### config.mk
export PLATFORM = sky130hd
export DESIGN_NAME = inst_fetch
export DESIGN_NICKNAME = d
export VERILOG_FILES = /design/src/rtl/inst_fetch_pkg.sv /design/src/rtl/inst_fetch_hold.sv /design/src/rtl/inst_fetch.sv
export SDC_FILE = /design/constraint.sdc
export NUM_CORES = 1
export LEC_CHECK = 0
export ABC_AREA = 1
export BUFFER_PORTS_ARGS = -buffer_cell sky130_fd_sc_hd__buf_4
export CORE_MARGIN = 1
export CORE_UTILIZATION = 58
export CTS_BUF_LIST = sky130_fd_sc_hd__clkbuf_2
export DETAILED_ROUTE_END_ITERATION = 6
export HOLD_SLACK_MARGIN = 0.03
export MAX_ROUTING_LAYER = met4
export PLACE_DENSITY = 0.95
export SLEW_MARGIN = 30
export SYNTH_ARGS = -nofsm -noshare
export SYNTH_HDL_FRONTEND = slang
export SYNTH_HIERARCHICAL = 1
export SYNTH_SLANG_ARGS = --single-unit
export TNS_END_PERCENT = 20
### constraint.sdc
create_clock -name clk -period 4.6 [get_ports clk]
set_input_delay 0.46 -clock clk [delete_from_list [all_inputs] [get_ports clk]]
set_output_delay 0.46 -clock clk [all_outputs]
set_load 0.01 [all_outputs]
### src/rtl/inst_fetch_pkg.sv
// Shared widths, reset PC and FSM state encoding for the instruction fetch unit.
package inst_fetch_pkg;

    localparam int          PC_BUS       = 32;
    localparam int          INST_BUS     = 32;
    localparam logic [31:0] RESET_PC_DEF = 32'h0000_0000;

    typedef enum logic [1:0] {
        FETCH_REQ  = 2'b00,
        FETCH_WAIT = 2'b01,
        FETCH_DROP = 2'b10
    } fetch_state_e;

endpackage

### src/rtl/inst_fetch_hold.sv
// Two-slot holding register between instruction memory and the IF->ID buffer.
// Compacts the pair when the fetch PC points at the upper word and derives npc.
module inst_fetch_hold
    import inst_fetch_pkg::*;
#(
    parameter int PC_W   = PC_BUS,
    parameter int INST_W = INST_BUS
) (
    input  logic                clk,
    input  logic                rst,
    input  logic                flush,
    input  logic                load,
    input  logic                send,
    input  logic [PC_W-1:0]     fpc,
    input  logic [2*INST_W-1:0] rdata,
    output logic                hold_v,
    output logic                two_v,
    output logic [INST_W-1:0]   inst1,
    output logic [PC_W-1:0]     pc1,
    output logic [PC_W-1:0]     npc1,
    output logic [INST_W-1:0]   inst2,
    output logic [PC_W-1:0]     pc2,
    output logic [PC_W-1:0]     npc2
);

    localparam logic [PC_W-1:0] ALIGN8  = {{(PC_W-3){1'b1}}, 3'b000};
    localparam logic [PC_W-1:0] PC_STEP = {{(PC_W-3){1'b0}}, 3'b100};

    logic                v_r;
    logic                two_r;
    logic [INST_W-1:0]   inst1_r;
    logic [INST_W-1:0]   inst2_r;
    logic [PC_W-1:0]     pc1_r;
    logic [PC_W-1:0]     pc2_r;
    logic [PC_W-1:0]     base_s;

    assign base_s = fpc & ALIGN8;

    // Capture a response, or drop the pair on redirect / once it has been sent.
    always_ff @(posedge clk) begin
        if (rst) begin
            v_r     <= 1'b0;
            two_r   <= 1'b0;
            inst1_r <= {INST_W{1'b0}};
            inst2_r <= {INST_W{1'b0}};
            pc1_r   <= {PC_W{1'b0}};
            pc2_r   <= {PC_W{1'b0}};
        end else if (flush) begin
            v_r   <= 1'b0;
            two_r <= 1'b0;
        end else if (load) begin
            v_r <= 1'b1;
            // An upper-word fetch PC means the lower word precedes the target.
            if (fpc[2]) begin
                inst1_r <= rdata[2*INST_W-1:INST_W];
                pc1_r   <= base_s + PC_STEP;
                inst2_r <= {INST_W{1'b0}};
                pc2_r   <= {PC_W{1'b0}};
                two_r   <= 1'b0;
            end else begin
                inst1_r <= rdata[INST_W-1:0];
                pc1_r   <= base_s;
                inst2_r <= rdata[2*INST_W-1:INST_W];
                pc2_r   <= base_s + PC_STEP;
                two_r   <= 1'b1;
            end
        end else if (send) begin
            v_r   <= 1'b0;
            two_r <= 1'b0;
        end
    end

    assign hold_v = v_r;
    assign two_v  = two_r;
    assign inst1  = inst1_r;
    assign pc1    = pc1_r;
    assign npc1   = pc1_r + PC_STEP;
    assign inst2  = inst2_r;
    assign pc2    = pc2_r;
    assign npc2   = pc2_r + PC_STEP;

endmodule

### src/rtl/inst_fetch.sv
// Fetch-side producer for the IF->ID buffer: owns the PC, issues aligned 64-bit
// fetches with at most one outstanding, and restarts on EX redirects.
module inst_fetch
    import inst_fetch_pkg::*;
#(
    parameter int              PC_W     = PC_BUS,
    parameter int              INST_W   = INST_BUS,
    parameter logic [PC_W-1:0] RESET_PC = PC_W'(RESET_PC_DEF)
) (
    input  logic                clk,
    input  logic                rst,
    input  logic                stop,
    input  logic                instbuf_full,
    input  logic                redirect_valid,
    input  logic [PC_W-1:0]     redirect_pc,
    output logic                imem_req,
    output logic [PC_W-1:0]     imem_addr,
    input  logic                imem_gnt,
    input  logic                imem_rvalid,
    input  logic [2*INST_W-1:0] imem_rdata,
    output logic [INST_W-1:0]   out1_inst,
    output logic [PC_W-1:0]     out1_pc,
    output logic [PC_W-1:0]     out1_npc,
    output logic                send_flag1,
    output logic [INST_W-1:0]   out2_inst,
    output logic [PC_W-1:0]     out2_pc,
    output logic [PC_W-1:0]     out2_npc,
    output logic                send_flag2
);

    localparam logic [PC_W-1:0] ALIGN8     = {{(PC_W-3){1'b1}}, 3'b000};
    localparam logic [PC_W-1:0] ALIGN4     = {{(PC_W-2){1'b1}}, 2'b00};
    localparam logic [PC_W-1:0] FETCH_STEP = {{(PC_W-4){1'b0}}, 4'b1000};

    fetch_state_e      state_r;
    fetch_state_e      state_next_s;
    logic [PC_W-1:0]   pc_r;
    logic [PC_W-1:0]   pc_next_s;
    logic [PC_W-1:0]   fpc_r;
    logic [PC_W-1:0]   fpc_next_s;
    logic              load_s;
    logic              hold_v_s;
    logic              two_v_s;
    logic              send_now_s;
    logic              req_s;
    logic              gnt_s;
    logic [INST_W-1:0] inst1_s;
    logic [INST_W-1:0] inst2_s;
    logic [PC_W-1:0]   pc1_s;
    logic [PC_W-1:0]   npc1_s;
    logic [PC_W-1:0]   pc2_s;
    logic [PC_W-1:0]   npc2_s;

    // A new request may overlap the cycle in which the current pair drains.
    assign send_now_s = hold_v_s && !instbuf_full && !stop && !redirect_valid;
    assign req_s      = (state_r == FETCH_REQ) && (!hold_v_s || send_now_s);
    assign gnt_s      = req_s && imem_gnt;

    // Next-state, PC and hold-load decode; redirect overrides the PC in every state.
    always_comb begin
        state_next_s = state_r;
        pc_next_s    = pc_r;
        fpc_next_s   = fpc_r;
        load_s       = 1'b0;
        case (state_r)
            FETCH_REQ: begin
                if (gnt_s) begin
                    fpc_next_s   = pc_r;
                    pc_next_s    = (pc_r & ALIGN8) + FETCH_STEP;
                    state_next_s = redirect_valid ? FETCH_DROP : FETCH_WAIT;
                end else begin
                    state_next_s = FETCH_REQ;
                end
            end
            FETCH_WAIT: begin
                if (imem_rvalid) begin
                    load_s       = !redirect_valid;
                    state_next_s = FETCH_REQ;
                end else if (redirect_valid) begin
                    state_next_s = FETCH_DROP;
                end else begin
                    state_next_s = FETCH_WAIT;
                end
            end
            FETCH_DROP: begin
                if (imem_rvalid) begin
                    state_next_s = FETCH_REQ;
                end else begin
                    state_next_s = FETCH_DROP;
                end
            end
            default: begin
                state_next_s = FETCH_REQ;
            end
        endcase
        if (redirect_valid) begin
            pc_next_s = redirect_pc & ALIGN4;
        end else begin
            pc_next_s = pc_next_s;
        end
    end

    // FSM, PC and fetch-PC registers.
    always_ff @(posedge clk) begin
        if (rst) begin
            state_r <= FETCH_REQ;
            pc_r    <= RESET_PC;
            fpc_r   <= RESET_PC;
        end else begin
            state_r <= state_next_s;
            pc_r    <= pc_next_s;
            fpc_r   <= fpc_next_s;
        end
    end

    inst_fetch_hold #(
        .PC_W   (PC_W),
        .INST_W (INST_W)
    ) u_hold (
        .clk    (clk),
        .rst    (rst),
        .flush  (redirect_valid),
        .load   (load_s),
        .send   (send_now_s),
        .fpc    (fpc_r),
        .rdata  (imem_rdata),
        .hold_v (hold_v_s),
        .two_v  (two_v_s),
        .inst1  (inst1_s),
        .pc1    (pc1_s),
        .npc1   (npc1_s),
        .inst2  (inst2_s),
        .pc2    (pc2_s),
        .npc2   (npc2_s)
    );

    // Outputs read as idle while reset is held, whatever the registers contain.
    assign imem_req   = req_s && !rst;
    assign imem_addr  = rst ? (RESET_PC & ALIGN8) : (pc_r & ALIGN8);
    assign send_flag1 = send_now_s && !rst;
    assign send_flag2 = send_now_s && two_v_s && !rst;
    assign out1_inst  = rst ? {INST_W{1'b0}} : inst1_s;
    assign out1_pc    = rst ? {PC_W{1'b0}}   : pc1_s;
    assign out1_npc   = rst ? {PC_W{1'b0}}   : npc1_s;
    assign out2_inst  = rst ? {INST_W{1'b0}} : inst2_s;
    assign out2_pc    = rst ? {PC_W{1'b0}}   : pc2_s;
    assign out2_npc   = rst ? {PC_W{1'b0}}   : npc2_s;

endmodule

==> results.py, run 1 <==
metrics = {
    "placement": {
        "placed_area_sq_um": 13400,
        "dpl.hpwl_mm": 27.5,
        "gp_congestion": 0.991,
        "dp_slack_ns": 1.45,
        "portBuffers": 316,
    },
    "power": {
        "cellPowerDensity_nw_per_um2": 214,
        "leakage_nw": 6.21,
        "vdd_ir_drop_max_uv": 156,
    },
    "layout": {
        "fin_area_sq_um": 14800,
        "final_common_cell": "nand2_1",
        "nets": 2329,
        "area_growth_pct": 33.2,
        "drive_gt1_share_pct": 17.4,
        "final_cell_mix": "nand2_1 (487), nor2_1 (360), buf_4 (320)",
    },
    "worst_setup_path": {
        "worst-endpoint-required_ns": 5.43,
        "startpoint_type": "register",
        "crit_fanout": 57,
        "end_kind": "register",
        "arrival_ns": 4.27,
        "r2r_slack_ns": 1.16,
        "critPathKind": "register to register",
    },
    "global_route": {
        "grt_pass1_vias": 13000,
        "grt_use_met1_pct": 52.0,
        "grt_pass1_wl_mm": 67.1,
        "antenna_found_initial": 4,
        "grt_max_degree": 153,
        "top_usage_layer": "met2",
        "met3_usage_pct": 9.47,
        "grt_overflow": 0,
        "grt_use_total_pct": 44.9,
        "grt_use_met2_pct": 70.5,
    },
    "floorplan": {
        "die_area_sq_um": 19700,
        "rows": 50,
        "initial_core_util_pct": 59.2,
        "die_w_um": 140,
        "core_sq_um": 18700,
        "fp.dieH_um": 140,
        "pin_count": 330,
    },
    "min_path": {
        "hp-class": "input port to register",
    },
    "run_status": {
        "status": "complete, but fails checks",
        "violations": "DRC",
    },
    "yosys": {
        "ys.warnings.count": 6,
        "synthDistinctLibCells": 34,
        "ys_seq_elements": 188,
        "synth_edf_count": 0,
        "synth_area_per_cell_sq_um": 5.95,
        "seq_area_frac_synth_pct": 34.0,
        "syn-cell-area_sq_um": 11100,
        "synth_cells": 1863,
        "async_reset_ff_share_pct": 0,
        "synth_ff_type": "dfxtp_1",
    },
    "timing": {
        "fin_setup_tns_ns": 0,
        "fin_crit_ns": 3.44,
        "timing.final.ws_setup_ns": 1.16,
        "tightestPinTransition_ns": 0.844,
        "max_freq_mhz": 291,
        "slew_viol_final": 0,
        "final-setup-viol-count": 0,
        "rsz0062_at_grt": "no",
        "final.setup_skew_ns": 0.0648,
        "hold_viol_final": 0,
        "relSlewSlack_pct": 43.7,
        "fin_crit_sh_pct": 74.7,
    },
    "flow_run": {
        "maxCapViolCount": 0,
    },
    "clocking": {
        "clock_latency_ns": 0.83,
        "clock-sinks": 188,
        "path_clk_slew_ns": 0.38,
        "postCtsSetupRepairBufs": 0,
        "cts_buffer_depth": 2,
        "root_buffer": "clkbuf_2",
        "cts_made_buffers": 17,
        "cts_tree": "built",
        "ctsHtreeMaxLevel": 4,
    },
    "detailed_routing": {
        "vias": 13900,
        "antenna_left": 0,
        "wl_per_cell_um": 17.4,
        "drt-total-wl_mm": 43.1,
        "drcViolationCount": 3,
        "first_pass_iters": 7,
        "first_iter_violations": 1660,
        "viasPerCell": 5.60,
    },
}
[kinds of logic after synthesis]
family / after synthesis / share of synthesized area, %
flops: 188 / 34.0
xor+xnor: 36 / 2.85
other cells: 2 / 0.0678
compound gates: 262 / 12.7
buf+inv: 407 / 15.0
fa+ha+maj: 3 / 0.339
simple gates: 965 / 35.1
[layer usage]
layer / routed length (um) / share of wire [%]
met1: 16100 / 37
met2: 19700 / 46
met3: 4190 / 9.7
met4: 3050 / 7.1
met5: 0 / 0
[registers in the layout (all words and copies together), names as in the netlist]
| register | flops |
|---|---|
| u_hold/two_v | 1 |
| fpc_r | 30 |
| pc_r | 30 |
| u_hold/inst1 | 32 |
| u_hold/pc2 | 30 |
| state_r | 2 |
| u_hold/hold_v | 1 |
| u_hold/pc1 | 30 |
| u_hold/inst2 | 32 |
[cell type report]
class	instances	area [sq um]
clock buffer	17	85.1
timing repair buffer	431	3560
multi-input combinational	1277	5700
sequential	188	3760
tap	234	293
clock inverter	15	193
inverter	308	1160
antenna	4	10.0
fill	1270	3950
[worst paths after layout]
path,end,depth (start not counted),start
worst max-delay path,u_hold/inst1[15]$_SDFFE_PP0P_,10,state_r[1]$_SDFF_PP0_
worst min-delay path,u_hold/inst2[10]$_SDFFE_PP0P_,2,rst
worst max register to register,u_hold/inst1[15]$_SDFFE_PP0P_,10,state_r[1]$_SDFF_PP0_
worst min register to register,u_hold/inst2[23]$_SDFFE_PP0P_,2,u_hold/inst2[23]$_SDFFE_PP0P_
[Yosys cell counts, types with 3 or more instances]
cell	instances	area, sq um
nand2_1	487	1830
nor2_1	361	1360
inv_1	304	1140
dfxtp_1	188	3760
a21oi_1	131	656
o21ai_0	74	370
nand3_1	66	330
clkbuf_1	43	161
xor2_1	35	307
a31oi_1	34	213
buf_2	25	125
buf_4	22	165
a211oi_1	20	150
nor3_1	12	60.1
nor2_2	9	56.3
nor2_4	9	101
nand2_2	7	43.8
and2_1	6	37.5
buf_1	6	22.5
ha_1	3	37.5
nand4_1	3	18.8
[power breakdown]
group	internal (mW)	switching, mW
clock	0.247	0.699
sequential	1.69	0.0484
combinational	0.197	0.273
total	2.13	1.02
[critical path: stages, from the launching register on]
cell	delay, ns
dfxtp_1	0.40
nor2_1	0.16
nand2_1	0.09
nor2_2	0.08
buf_4	0.30
nand2_4	0.37
nor2_4	0.76
buf_12	0.28
nand2_1	0.14
a31oi_1	0.20
dlygate4sd3_1	0.63
[repair_timing]
| action | CTS | global route |
|---|---|---|
| gates resized for setup | 0 | 0 |
| hold buffers | 106 | 0 |
| endpoints found under the setup margin | 0 | 0 |
| hold endpoints to repair | 96 | 0 |
[per-stage QoR]
step           utilization, %  cells  power, mW  hold slack (ns)
5_1_grt                  78.9   2474       3.24           0.0882
3_3_place_gp             71.5   2330       2.12            0.452
2_1_floorplan               -   1872       1.97            0.440
3_5_place_dp             71.7   2332       2.13            0.456
4_1_cts                  78.8   2470       3.10           0.0536
6_report                 78.9   2474       3.15            0.103
(Power assumes the default switching activity.)
==> run 2: changes to the inputs <==
--- a/config.mk
+++ b/config.mk
@@ -5,15 +5,15 @@
 export SDC_FILE = /design/constraint.sdc
 export NUM_CORES = 1
 export LEC_CHECK = 0
-export ABC_AREA = 1
+export ABC_AREA = 0
 export BUFFER_PORTS_ARGS = -buffer_cell sky130_fd_sc_hd__buf_4
 export CORE_MARGIN = 1
-export CORE_UTILIZATION = 58
+export CORE_UTILIZATION = 53
 export CTS_BUF_LIST = sky130_fd_sc_hd__clkbuf_2
 export DETAILED_ROUTE_END_ITERATION = 6
 export HOLD_SLACK_MARGIN = 0.03
 export MAX_ROUTING_LAYER = met4
-export PLACE_DENSITY = 0.95
+export PLACE_DENSITY = 0.94
 export SLEW_MARGIN = 30
 export SYNTH_ARGS = -nofsm -noshare
 export SYNTH_HDL_FRONTEND = slang
==> constraint.sdc (replaced) <==
create_clock -name clk -period 3.5 [get_ports clk]
set_input_delay 0.35 -clock clk [delete_from_list [all_inputs] [get_ports clk]]
set_output_delay 0.35 -clock clk [all_outputs]
set_load 0.01 [all_outputs]
==> run 2 against run 1 <==
Net effect:
- the flow now finishes without violations
- design area down 5.2%
- setup slack worse by 0.89 ns
- non-clock buffer count grew 4
- final cell count down 21%
- synthesized cell count down 28%
- first-iteration DRC count decreased by 39%
- critical path type is now register to output port
- largest power group unchanged
- highest routed layer unchanged
==> results.py, run 2 <==
metrics = {
    "power": {
        "sw_frac_of_total_pct": 27.8,
        "cellPowerDensity_nw_per_um2": 283,
        "vdd_ir_drop_max_uv": 193,
        "p_sw_mw": 1.10,
        "leakage_nw": 5.55,
        "pwr-share-comb_pct": 13.8,
        "seqPwrFrac_pct": 57.4,
        "p_int_mw": 2.86,
        "clkPwrFrac_pct": 28.7,
    },
    "min_path": {
        "hold_path_depth": 5,
        "hp-class": "input port to register",
    },
    "placement": {
        "portBuffers": 316,
        "gp_congestion": 0.927,
        "dpl.hpwl_mm": 22.1,
    },
    "floorplan": {
        "die_area_sq_um": 20000,
        "pin_count": 330,
        "die_w_um": 142,
        "rows": 50,
        "core_sq_um": 18900,
        "fp.dieH_um": 142,
        "initial_core_util_pct": 54.6,
    },
    "worst_setup_path": {
        "startpoint": "u_hold/pc1[2]$_SDFFE_PP0P_",
        "reg2reg_depth": 4,
        "cp.depth": 7,
        "path_delay_family": "simple AND/OR/NAND/NOR gates",
        "critPathKind": "register to output port",
        "crit_fanout": 10,
        "crit_top_cell": "nand3_1",
        "path_cells": "ha_1, nand3_1, nor3_4, nand3_1, xnor2_1, nor2b_1, buf_4",
        "cpMaxStageDelayCell": "dfxtp_1",
        "endpoint": "out1_npc[30]",
        "worst-endpoint-required_ns": 3.15,
        "startpoint_type": "register",
        "cpPeakStageDelay_ns": 0.48,
        "end_kind": "output port",
        "crit_buf_inv": 1,
        "reg2reg_to": "pc_r[16]$_SDFFE_PP0P_",
        "arrival_ns": 2.88,
        "rr_startpoint": "pc_r[8]$_SDFFE_PP0P_",
        "r2r_slack_ns": 0.87,
    },
    "yosys": {
        "yosys-top-cells-area": "dfxtp_1 (36%), nor2b_1 (13%), nand2_1 (7.6%), a21oi_1 (6.2%), xnor2_1 (3.6%)",
        "ys.warnings.count": 6,
        "netlist_top_cells_count": "nor2b_1 (220), nand2_1 (210), dfxtp_1 (188)",
        "seq_area_frac_synth_pct": 36.5,
        "synthDistinctLibCells": 52,
        "synth_top_area_share_pct": 36.5,
        "synth_cells": 1334,
        "async_reset_ff_share_pct": 0,
        "ys_seq_elements": 188,
        "synth_top_cell_by_area": "dfxtp_1",
        "yosysMostFrequentCell": "nor2b_1",
        "synth_ff_type": "dfxtp_1",
        "synth_area_per_cell_sq_um": 7.73,
        "syn-cell-area_sq_um": 10300,
        "synth_edf_count": 0,
    },
    "detailed_routing": {
        "wl_per_cell_um": 17.8,
        "drcViolationCount": 0,
        "viasPerCell": 5.76,
        "antenna_left": 0,
        "first_iter_violations": 1008,
        "first_pass_iters": 6,
        "vias": 11300,
        "drt-total-wl_mm": 34.8,
    },
    "global_route": {
        "antenna_found_initial": 2,
        "grt_pass1_vias": 10400,
        "grt_use_total_pct": 34.1,
        "grt_max_degree": 147,
        "grt_pass1_wl_mm": 52.6,
        "grt_overflow": 0,
    },
    "clocking": {
        "clock_latency_ns": 0.79,
        "cts_tree": "built",
        "cts_made_buffers": 17,
        "root_buffer": "clkbuf_2",
        "ctsHtreeMaxLevel": 4,
        "cts_buffer_depth": 2,
        "postCtsSetupRepairBufs": 0,
        "clock-sinks": 188,
        "path_clk_slew_ns": 0.26,
    },
    "layout": {
        "final_core_util_pct": 74.0,
        "final_common_cell": "buf_4",
        "nets": 1785,
        "drive_gt1_share_pct": 22.4,
        "fill_cells": 1341,
        "final_cell_mix": "buf_4 (326), nor2b_1 (219), nand2_1 (210)",
        "area_growth_pct": 35.6,
    },
    "timing": {
        "rsz0062_at_grt": "no",
        "slew_viol_final": 0,
        "tightestPinTransition_ns": 0.907,
        "final-setup-viol-count": 0,
        "hold_viol_final": 0,
        "max_freq_mhz": 310,
        "fin_crit_sh_pct": 92.2,
        "fin_setup_tns_ns": 0,
        "relSlewSlack_pct": 39.0,
        "final.setup_skew_ns": 0.0318,
        "fin_crit_ns": 3.23,
    },
    "run_status": {
        "status": "finished clean",
    },
    "flow_run": {
        "maxCapViolCount": 0,
    },
}
run 2: changes by cell type after synthesis, moves of 18 or more:
cell | before | now
a211oi_1 | 20 | 38
a31oi_1 | 34 | 1
and4_1 | 0 | 20
clkbuf_1 | 43 | 71
inv_1 | 304 | 18
mux2i_1 | 0 | 32
nand2_1 | 487 | 210
nand4_1 | 3 | 29
nor2_1 | 361 | 67
nor2b_1 | 0 | 220
o21ai_0 | 74 | 8
xnor2_1 | 1 | 42
run 2: how the worst min path moves through the flow:
stage | from | to | slack, ns
floorplan | u_hold/inst2[0]$_SDFFE_PP0P_ | u_hold/inst2[0]$_SDFFE_PP0P_ | 0.43
global placement | u_hold/inst2[7]$_SDFFE_PP0P_ | u_hold/inst2[7]$_SDFFE_PP0P_ | 0.43
detailed placement | u_hold/inst2[6]$_SDFFE_PP0P_ | u_hold/inst2[6]$_SDFFE_PP0P_ | 0.44
CTS | stop | pc_r[31]$_SDFFE_PP0P_ | 0.06
global route | stop | pc_r[31]$_SDFFE_PP0P_ | 0.05
finish | stop | pc_r[31]$_SDFFE_PP0P_ | 0.08
run 2: kinds of logic (layout without fill, tap and decap cells):
family	Yosys count	in the layout	synth area share (%)
other	2	13	0.0728
flip-flops	188	188	36.5
buffers and inverters	136	484	5.81
multiplexers	32	32	3.11
XOR/XNOR	61	61	5.18
AO/OA/AOI/OAI	216	216	12.9
AND/OR/NAND/NOR	696	696	36.1
adder cells (fa/ha/maj)	3	3	0.364
run 2: per-stage QoR:
step	instances	hold WS [ns]	setup slack (ns)	instance area, sq um	power (mW)
3_3_place_gp	1815	0.433	1.03	12700	2.73
2_1_floorplan	1343	0.427	1.21	10300	2.54
3_5_place_dp	1815	0.442	0.937	12700	2.74
6_report	1953	0.0789	0.275	14000	3.96
5_1_grt	1953	0.0452	0.103	14000	4.12
4_1_cts	1951	0.0553	0.184	14000	3.94
run 2: final cells by class:
type                    instances  area, sq um  share of cell area, %
diodes                          2         5.00                 0.0358
clock buffers                  19         95.1                  0.680
clock inverters                12          148                   1.06
inverters                      18         67.6                  0.483
multi-input cells            1019         6010                   42.9
flip-flops and latches        188         3760                   26.9
well taps                     260          325                   2.33
repair buffers                435         3570                   25.6
run 2: tightest hold or removal path, delay by kind of cell:
kind,cells,cell delay [ns]
and+or+nand+nor,2,0.24
buffers and inverters,1,0.11
AOI/OAI and AO/OA,2,0.17
run 2: what timing repair did:
item / 4_1_cts / 5_1_grt
gates resized for setup: 0 / 1
hold endpoints to repair: 118 / 0
hold buffers: 105 / 0
setup endpoints to repair: 0 / 1
run 2: power by group through the flow:
stage          Combinational, mW  Clock, mW  Sequential (mW)
3_3_place_gp               0.418          0             2.31
2_1_floorplan              0.270          0             2.27
6_report                   0.548       1.14             2.28
3_5_place_dp               0.427          0             2.31
5_1_grt                    0.585       1.25             2.28
4_1_cts                    0.525       1.14             2.27
run 2: per-layer routing:
metal | GRT usage (%) | wire length, um | vias up
li1 | - | - | 5227
met1 | 38.9 | 13100 | 5195
met2 | 56.5 | 17200 | 677
met3 | 6.18 | 2680 | 157
met4 | 19.9 | 1750 | 0
met5 | - | 0 | -
==> run 3: changes to the inputs <==
--- a/config.mk
+++ b/config.mk
@@ -13,7 +13,7 @@
 export DETAILED_ROUTE_END_ITERATION = 6
 export HOLD_SLACK_MARGIN = 0.03
 export MAX_ROUTING_LAYER = met4
-export PLACE_DENSITY = 0.94
+export PLACE_DENSITY = 0.88
 export SLEW_MARGIN = 30
 export SYNTH_ARGS = -nofsm -noshare
 export SYNTH_HDL_FRONTEND = slang
==> run 3 against run 2 <==
Net effect:
- the run now ends with DRC left
- design area rose by 1.2%
- sequential power hardly changed
- clock-buffer cell count is 2 lower
- register-to-register slack lost 0.38 ns
- worst hold slack improved by 0.043 ns
- via count increased by 0.23%
- final cell count rose by 0.82%
- largest cell class unchanged
==> results.py, run 3 (synthesized netlist as in run 2, its figures left out) <==
metrics = {
    "worst_setup_path": {
        "path_delay_family": "simple AND/OR/NAND/NOR gates",
        "rr_startpoint": "pc_r[8]$_SDFFE_PP0P_",
        "critPathKind": "register to output port",
        "crit_fanout": 8,
        "cp.depth": 7,
        "path_cells": "ha_1, and3_1, nand4_4, nor3_1, xor2_1, nor2b_1, buf_4",
        "reg2reg_depth": 5,
        "cpMaxStageDelayCell": "dfxtp_1",
        "end_kind": "output port",
        "startpoint": "u_hold/pc2[2]$_SDFFE_PP0P_",
        "arrival_ns": 2.87,
        "cpPeakStageDelay_ns": 0.50,
        "worst-endpoint-required_ns": 3.15,
        "startpoint_type": "register",
        "crit_buf_inv": 1,
    },
    "clocking": {
        "cts_buffer_depth": 2,
        "postCtsSetupRepairBufs": 0,
        "ctsHtreeMaxLevel": 4,
        "clock-sinks": 188,
        "path_clk_slew_ns": 0.26,
        "clock_latency_ns": 0.78,
        "cts_tree": "built",
        "cts_made_buffers": 17,
        "root_buffer": "clkbuf_2",
    },
    "timing": {
        "tightestPinTransition_ns": 0.970,
        "timing.final.ws_setup_ns": 0.277,
        "final.setup_skew_ns": 0.0306,
        "rsz0062_at_grt": "no",
        "fin_crit_ns": 3.22,
        "hold_viol_final": 0,
        "fin_crit_sh_pct": 92.1,
        "max_freq_mhz": 310,
        "fin_setup_tns_ns": 0,
        "final-setup-viol-count": 0,
        "slew_viol_final": 0,
        "relSlewSlack_pct": 34.8,
    },
    "layout": {
        "nets": 1800,
        "fin_area_sq_um": 14200,
        "final_cell_mix": "buf_4 (324), nor2b_1 (219), nand2_1 (210)",
        "area_growth_pct": 37.3,
        "final_common_cell": "buf_4",
        "fill_cells": 1320,
        "drive_gt1_share_pct": 22.1,
        "final_core_util_pct": 74.9,
    },
    "floorplan": {
        "fp.dieH_um": 142,
        "initial_core_util_pct": 54.6,
        "die_w_um": 142,
        "pin_count": 330,
        "core_sq_um": 18900,
        "rows": 50,
        "die_area_sq_um": 20000,
    },
    "detailed_routing": {
        "antenna_left": 0,
        "viasPerCell": 5.73,
        "vias": 11300,
        "first_pass_iters": 7,
        "drcViolationCount": 2,
        "first_iter_violations": 975,
        "drt-total-wl_mm": 34.9,
        "wl_per_cell_um": 17.7,
    },
    "power": {
        "vdd_ir_drop_max_uv": 201,
        "leakage_nw": 5.63,
        "cellPowerDensity_nw_per_um2": 283,
    },
    "min_path": {
        "worst_hold_startpoint": "imem_gnt",
        "hp-class": "input port to register",
        "hold_path_depth": 5,
    },
    "placement": {
        "placed_area_sq_um": 12600,
        "dp_slack_ns": 0.814,
        "dpl.hpwl_mm": 21.9,
        "portBuffers": 316,
        "gp_congestion": 0.905,
    },
    "global_route": {
        "grt_pass1_wl_mm": 53.6,
        "antenna_found_initial": 2,
        "grt_use_total_pct": 34.6,
        "grt_pass1_vias": 10400,
        "grt_overflow": 0,
        "grt_max_degree": 177,
    },
    "run_status": {
        "status": "complete, but fails checks",
        "violations": "DRC",
    },
    "flow_run": {
        "maxCapViolCount": 0,
    },
}
[run 3: worst reg2reg max path, delay by kind of cell (launching register included)]
kind | cells | cell delay, ns
flops | 1 | 0.60
buf+inv | 1 | 0.59
simple gates | 3 | 1.51
compound gates | 1 | 0.28
[run 3: routing by layer]
metal | routed length (um) | vias up | track usage, % | share of wire (%)
li1 | - | 5270 | - | -
met1 | 13700 | 5226 | 40.2 | 39
met2 | 16900 | 639 | 57.3 | 49
met3 | 2520 | 147 | 6.21 | 7.2
met4 | 1680 | 0 | 17.8 | 4.8
met5 | 0 | - | - | 0
[run 3: path summary, 6_finish.rpt]
kind | slack, ns | to
max | 0.28 | out2_npc[22]
min reg2reg | 0.47 | u_hold/inst2[8]$_SDFFE_PP0P_
max reg2reg | 0.49 | pc_r[29]$_SDFFE_PP0P_
min | 0.12 | pc_r[20]$_SDFFE_PP0P_
[run 3: stage by stage]
step                cells  hold slack (ns)  power (mW)
floorplan            1343            0.427        2.54
finish               1969            0.122        4.01
global placement     1812            0.433        2.72
global route         1968           0.0756        4.16
CTS                  1965           0.0532        3.98
detailed placement   1812            0.440        2.74
[run 3: where the power goes]
part           internal, mW  total [mW]  switching, mW  leakage (nW)
clock                 0.394        1.16          0.770         0.136
sequential             2.20        2.28         0.0842          1.53
combinational         0.285       0.564          0.279          3.97
total                  2.88        4.01           1.13          5.63
[run 3: layout make-up]
type,count,area [sq um],share of cell area [%]
multi-input combinational,1019,6010,42.4
sequential,188,3760,26.6
timing repair buffer,450,3730,26.3
tap,260,325,2.30
clock inverter,14,171,1.21
clock buffer,17,85.1,0.601
inverter,18,67.6,0.477
antenna,3,7.51,0.0530
[run 3: repair_timing]
item | 4_1_cts | 5_1_grt
hold endpoints to repair | 98 | 0
resized for setup | 0 | 1
hold buffers | 122 | 0
endpoints found under the setup margin | 0 | 2
